===== src/rtl/program_counter.sv =====
// Program counter and fetch sequencer: fetches over a read/ack handshake, holds INSTR until PC_ADVANCE.
// Latency: one FETCH cycle per instruction plus memory wait states, and one EXEC cycle per instruction.

module program_counter #(
  parameter int               WIDTH        = 16,
  parameter logic [WIDTH-1:0] RESET_VECTOR = {WIDTH{1'b0}},
  parameter int               INC          = 2
) (
  input  logic             CLK,
  input  logic             RESET_N,
  input  logic             PC_OFFSETX,
  input  logic             PC_BASEX,
  input  logic [WIDTH-1:0] PC_ARG,
  input  logic             PC_ADVANCE,
  input  logic             PC_LINKX,
  input  logic             HALT,
  input  logic [WIDTH-1:0] MEM_DATA,
  input  logic             MEM_ACK,
  output logic [WIDTH-1:0] MEM_ADDR,
  output logic             MEM_RD,
  output logic [WIDTH-1:0] INSTR,
  output logic             INSTR_VALID,
  output logic [WIDTH-1:0] PC,
  output logic [WIDTH-1:0] PC_LINK,
  output logic             HALTED
);

  localparam logic [WIDTH-1:0] INC_W = WIDTH'(INC);

  typedef enum logic [1:0] {
    IDLE,
    FETCH,
    EXEC,
    HLT
  } state_t;

  state_t           state;
  state_t           state_next;
  logic [WIDTH-1:0] pc_q;
  logic [WIDTH-1:0] link_q;
  logic [WIDTH-1:0] instr_q;
  logic [WIDTH-1:0] pc_next;
  logic [WIDTH-1:0] pc_seq;

  // BASEX without OFFSETX degenerates to an absolute jump to INC; harmless.
  assign pc_seq  = pc_q + INC_W;
  assign pc_next = (PC_BASEX ? {WIDTH{1'b0}} : pc_q) + (PC_OFFSETX ? PC_ARG : INC_W);

  always_ff @(posedge CLK or negedge RESET_N) begin
    if (!RESET_N) begin
      state <= IDLE;
    end else begin
      state <= state_next;
    end
  end

  always_comb begin
    state_next = state;
    case (state)
      IDLE:    state_next = FETCH;
      FETCH:   if (MEM_ACK) state_next = EXEC;
      EXEC:    if (PC_ADVANCE) state_next = HALT ? HLT : FETCH;
      HLT:     if (!HALT) state_next = FETCH;
      default: state_next = IDLE;
    endcase
  end

  always_ff @(posedge CLK or negedge RESET_N) begin
    if (!RESET_N) begin
      pc_q    <= RESET_VECTOR;
      link_q  <= {WIDTH{1'b0}};
      instr_q <= {WIDTH{1'b0}};
    end else begin
      if (state == FETCH && MEM_ACK) begin
        instr_q <= MEM_DATA;
      end
      if (state == EXEC && PC_ADVANCE) begin
        pc_q <= pc_next;
        if (PC_LINKX) begin
          link_q <= pc_seq;
        end
      end
    end
  end

  // Status outputs decode straight from the state register so reset clears them asynchronously.
  assign MEM_RD      = (state == FETCH);
  assign INSTR_VALID = (state == EXEC);
  assign HALTED      = (state == HLT);
  assign MEM_ADDR    = pc_q;
  assign PC          = pc_q;
  assign PC_LINK     = link_q;
  assign INSTR       = instr_q;

endmodule


===== config.mk =====
export PLATFORM = sky130hd
export DESIGN_NAME = program_counter
export DESIGN_NICKNAME = d
export VERILOG_FILES = /design/src/rtl/program_counter.sv
export SDC_FILE = /design/constraint.sdc
export NUM_CORES = 1
export LEC_CHECK = 0
export CAP_MARGIN = 20
export CORE_UTILIZATION = 40
export CTS_CLUSTER_DIAMETER = 120
export DETAILED_ROUTE_END_ITERATION = 10
export PLACE_DENSITY_LB_ADDON = 0.3
export SYNTH_ARGS = -nofsm -noshare
export SYNTH_HDL_FRONTEND = slang
export SYNTH_SLANG_ARGS = --single-unit

===== constraint.sdc =====
create_clock -name CLK -period 2.5 [get_ports CLK]
set_input_delay 0.75 -clock CLK [delete_from_list [all_inputs] [get_ports CLK]]
set_output_delay 0.75 -clock CLK [all_outputs]
set_load 0.03 [all_outputs]

==> results of run 1 <==
[where the power goes]
group	total (mW)	switching (mW)	internal, mW
clock network	0.470	0.273	0.197
registers	1.49	0.324	1.17
logic	3.53	1.91	1.62
[layout by cell type, fill, tap and decap left out, drive strengths merged, types with 11 or more instances in the layout]
master         count
clkdlybuf4s50     95
ha                20
xnor2             11
buf               53
dfrtp             50
o21ai             28
mux2              20
nor2b             16
inv               11
xor2              12
nand2             45
and2              16
[what timing repair did]
action                                  CTS  global route
pin swaps                                10            26
endpoints found under the setup margin   10             9
gates resized for setup                  18            48
gates cloned                              0             0
buffers inserted                          3             1
[metal layers]
metal	vias to the layer above	wire length, um
li1	1426	-
met2	62	4300
met5	-	0
met3	9	322
met4	0	97
met1	1348	3720
[stage by stage]
stage | worst slack (ns) | instances | util, % | hold WS, ns | setup TNS, ns
2_1_floorplan | -0.0632 | 340 | - | 0.454 | -0.101
4_1_cts | -0.00297 | 576 | 61.8 | 0.383 | -0.00297
3_3_place_gp | -0.591 | 565 | 59.4 | 0.461 | -5.44
6_report | 0.0204 | 577 | 64.9 | 0.374 | 0
3_5_place_dp | -0.658 | 565 | 59.4 | 0.470 | -6.01
5_1_grt | -0.0249 | 577 | 64.9 | 0.402 | -0.0518
[registers in the layout, indices dropped and copies added, names as in the netlist]
register  count
PC_LINK      16
state         2
MEM_ADDR     16
INSTR        16
[worst max path at each step]
stage,from,endpoint,slack (ns),cells past startpoint
after floorplan,PC_OFFSETX,MEM_ADDR[8],-0.06,10
after global placement,PC_OFFSETX,MEM_ADDR[13],-0.59,10
after detailed placement,PC_OFFSETX,MEM_ADDR[13],-0.66,10
after CTS,PC_OFFSETX,MEM_ADDR[15],-0.003,10
after global routing,PC_BASEX,MEM_ADDR[9],-0.02,11
final,PC_ARG[8],MEM_ADDR[15],0.02,9
[area by class of cell]
class | count | area [sq um] | share of cell area, %
inverter | 11 | 41.3 | 0.819
clock buffer | 5 | 68.8 | 1.37
multi-input combinational | 250 | 2080 | 41.3
clock inverter | 3 | 21.3 | 0.422
tap | 102 | 128 | 2.53
timing repair buffer | 156 | 1450 | 28.7
sequential | 50 | 1250 | 24.8
[kinds of logic (layout without fill, tap and decap cells)]
logic type	Yosys count	in the layout	share of synthesized area, %
AO/OA/AOI/OAI	68	68	14.2
XOR/XNOR	23	23	6.23
adder cells (fa/ha/maj)	21	21	8.36
buffers and inverters	40	175	6.85
flip-flops	50	50	38.7
multiplexers	21	21	7.28
AND/OR/NAND/NOR	117	117	18.4
==> impl_metrics.tcl, run 1 <==
set metrics [dict create \
    status "complete, no violations" \
    yosys-top-cells-count "dfrtp_1 (50), nand2_1 (44), o21ai_0 (26), ha_1 (20), mux2_2 (20)" \
    grt_max_degree 31 \
    fin_skew_ns 0.00754 \
    dp_hpwl_mm 6.50 \
    stdcell_area_sq_um 5040 \
    root_buffer "clkbuf_8" \
    fillers 627 \
    dieArea_sq_um 8440 \
    timing.rr.start "MEM_ADDR[0]" \
    vias 2845 \
    ys_ff_latch 50 \
    netlist_area_sq_um 3230 \
    hold_buffers 0 \
    grt_antenna_before_repair 0 \
    p_total_mw 5.49 \
    drive_above_1_share_pct 26.9 \
    fp.dieW_um 91.9 \
    cp_cell_sequence "clkdlybuf4s50_1, and2_1, ha_4, a21oi_1, o21a_2, or2_2, o211a_4, a21o_1, o311ai_4" \
    async_flop_share_pct 100 \
    final_nets 535 \
    met1_usage_pct 25.9 \
    tightest_slew_ns 0.463 \
    grt_busiest_layer "met2" \
    period_needed_ns 2.48 \
    clkSinkCount 50 \
    max_freq_ghz 0.403 \
    start_kind "primary input" \
    crit_arrival_ns 2.69 \
    cp_max_fo 4 \
    cpLargestDelayFamily "compound AO/OA/AOI/OAI gates" \
    yosysTopAreaCellShare_pct 38.7 \
    gr-usage-met3_pct 2.99 \
    cts_buffer_depth 2 \
    hold_violations 0 \
    ant_nets 0 \
    crit_type "in2reg" \
    cap_violations 0 \
    gr-total-overflow 0 \
    synth.area.top_cells "dfrtp_1 (39%), ha_1 (7.7%), mux2_2 (7.0%), nand2_1 (5.1%), buf_4 (4.2%)" \
    cts-buffers-inserted 5 \
    die-height_um 91.9 \
    synthToLayoutAreaGrowth_pct 55.9 \
    io_pins 107 \
    max-vdd-ir-drop_v 0.000379 \
    diodes 0 \
    cpMaxStageDelayCell "clkdlybuf4s50_1" \
    yosys_warnings 0 \
    r2r_cells 9 \
    timing.critical_path.buf_inv 1 \
    grtUsageTotal_pct 20.0 \
    place.gp.congestion 0.822 \
    ys.flop_type "dfrtp_1" \
    grt_pass1_vias 2759 \
    cp-end-kind "flip-flop" \
    syn_nets 401 \
    yosysSeqAreaShare_pct 38.7 \
    start_util_pct 41.6 \
    synth-edff-count 0 \
    grt_pass1_wl_mm 13.5 \
    htreeDepth 2 \
    grtUsageMet2_pct 35.3 \
    rr_endpoint "MEM_ADDR[8]" \
    wire_per_inst_um 14.6 \
    yosys.area.top_type "dfrtp_1" \
    place_area_sq_um 4610 \
    dr.pass1.iters 4 \
    io_buffers 106 \
    hold_path.class "in2async" \
    cp.required_ns 2.71 \
    finalSetupViolCount 0 \
    power_leakage_nw 2.17 \
    cts.clk_slew.worst_paths_ns 0.10 \
    clkLatencyLatePin_ns 0.31 \
    critical-path-max-stage-delay_ns 0.39 \
    detailedRoute.firstIterationViolations 127 \
    power.density_nw_per_um2 1090 \
    drc 0 \
    slew_violations 0 \
    core_region_area_sq_um 7770 \
    syn_area_per_cell_sq_um 9.51 \
    synth.most_common_cell "dfrtp_1" \
    reg2reg_setup_slack_ns 0.22 \
    postSynthCellCount 340 \
    via_per_inst 4.93 \
    slew_headroom_pct 69.1 \
    fp-row-count 32 \
    cts_tree "built" \
    wirelength_mm 8.44 \
    min_period_over_period_pct 99.2 \
    synth.distinct_cells 47 \
]
Note: power is estimated with default switching activity, not from simulation.
==> run 2: changes to the inputs <==
--- a/config.mk
+++ b/config.mk
@@ -5,7 +5,7 @@
 export SDC_FILE = /design/constraint.sdc
 export NUM_CORES = 1
 export LEC_CHECK = 0
-export CAP_MARGIN = 20
+export CAP_MARGIN = 0
 export CORE_UTILIZATION = 40
 export CTS_CLUSTER_DIAMETER = 120
 export DETAILED_ROUTE_END_ITERATION = 10
==> results of run 2 <==
Same layout as run 1: the final DEF is identical, and so are final timing and power.
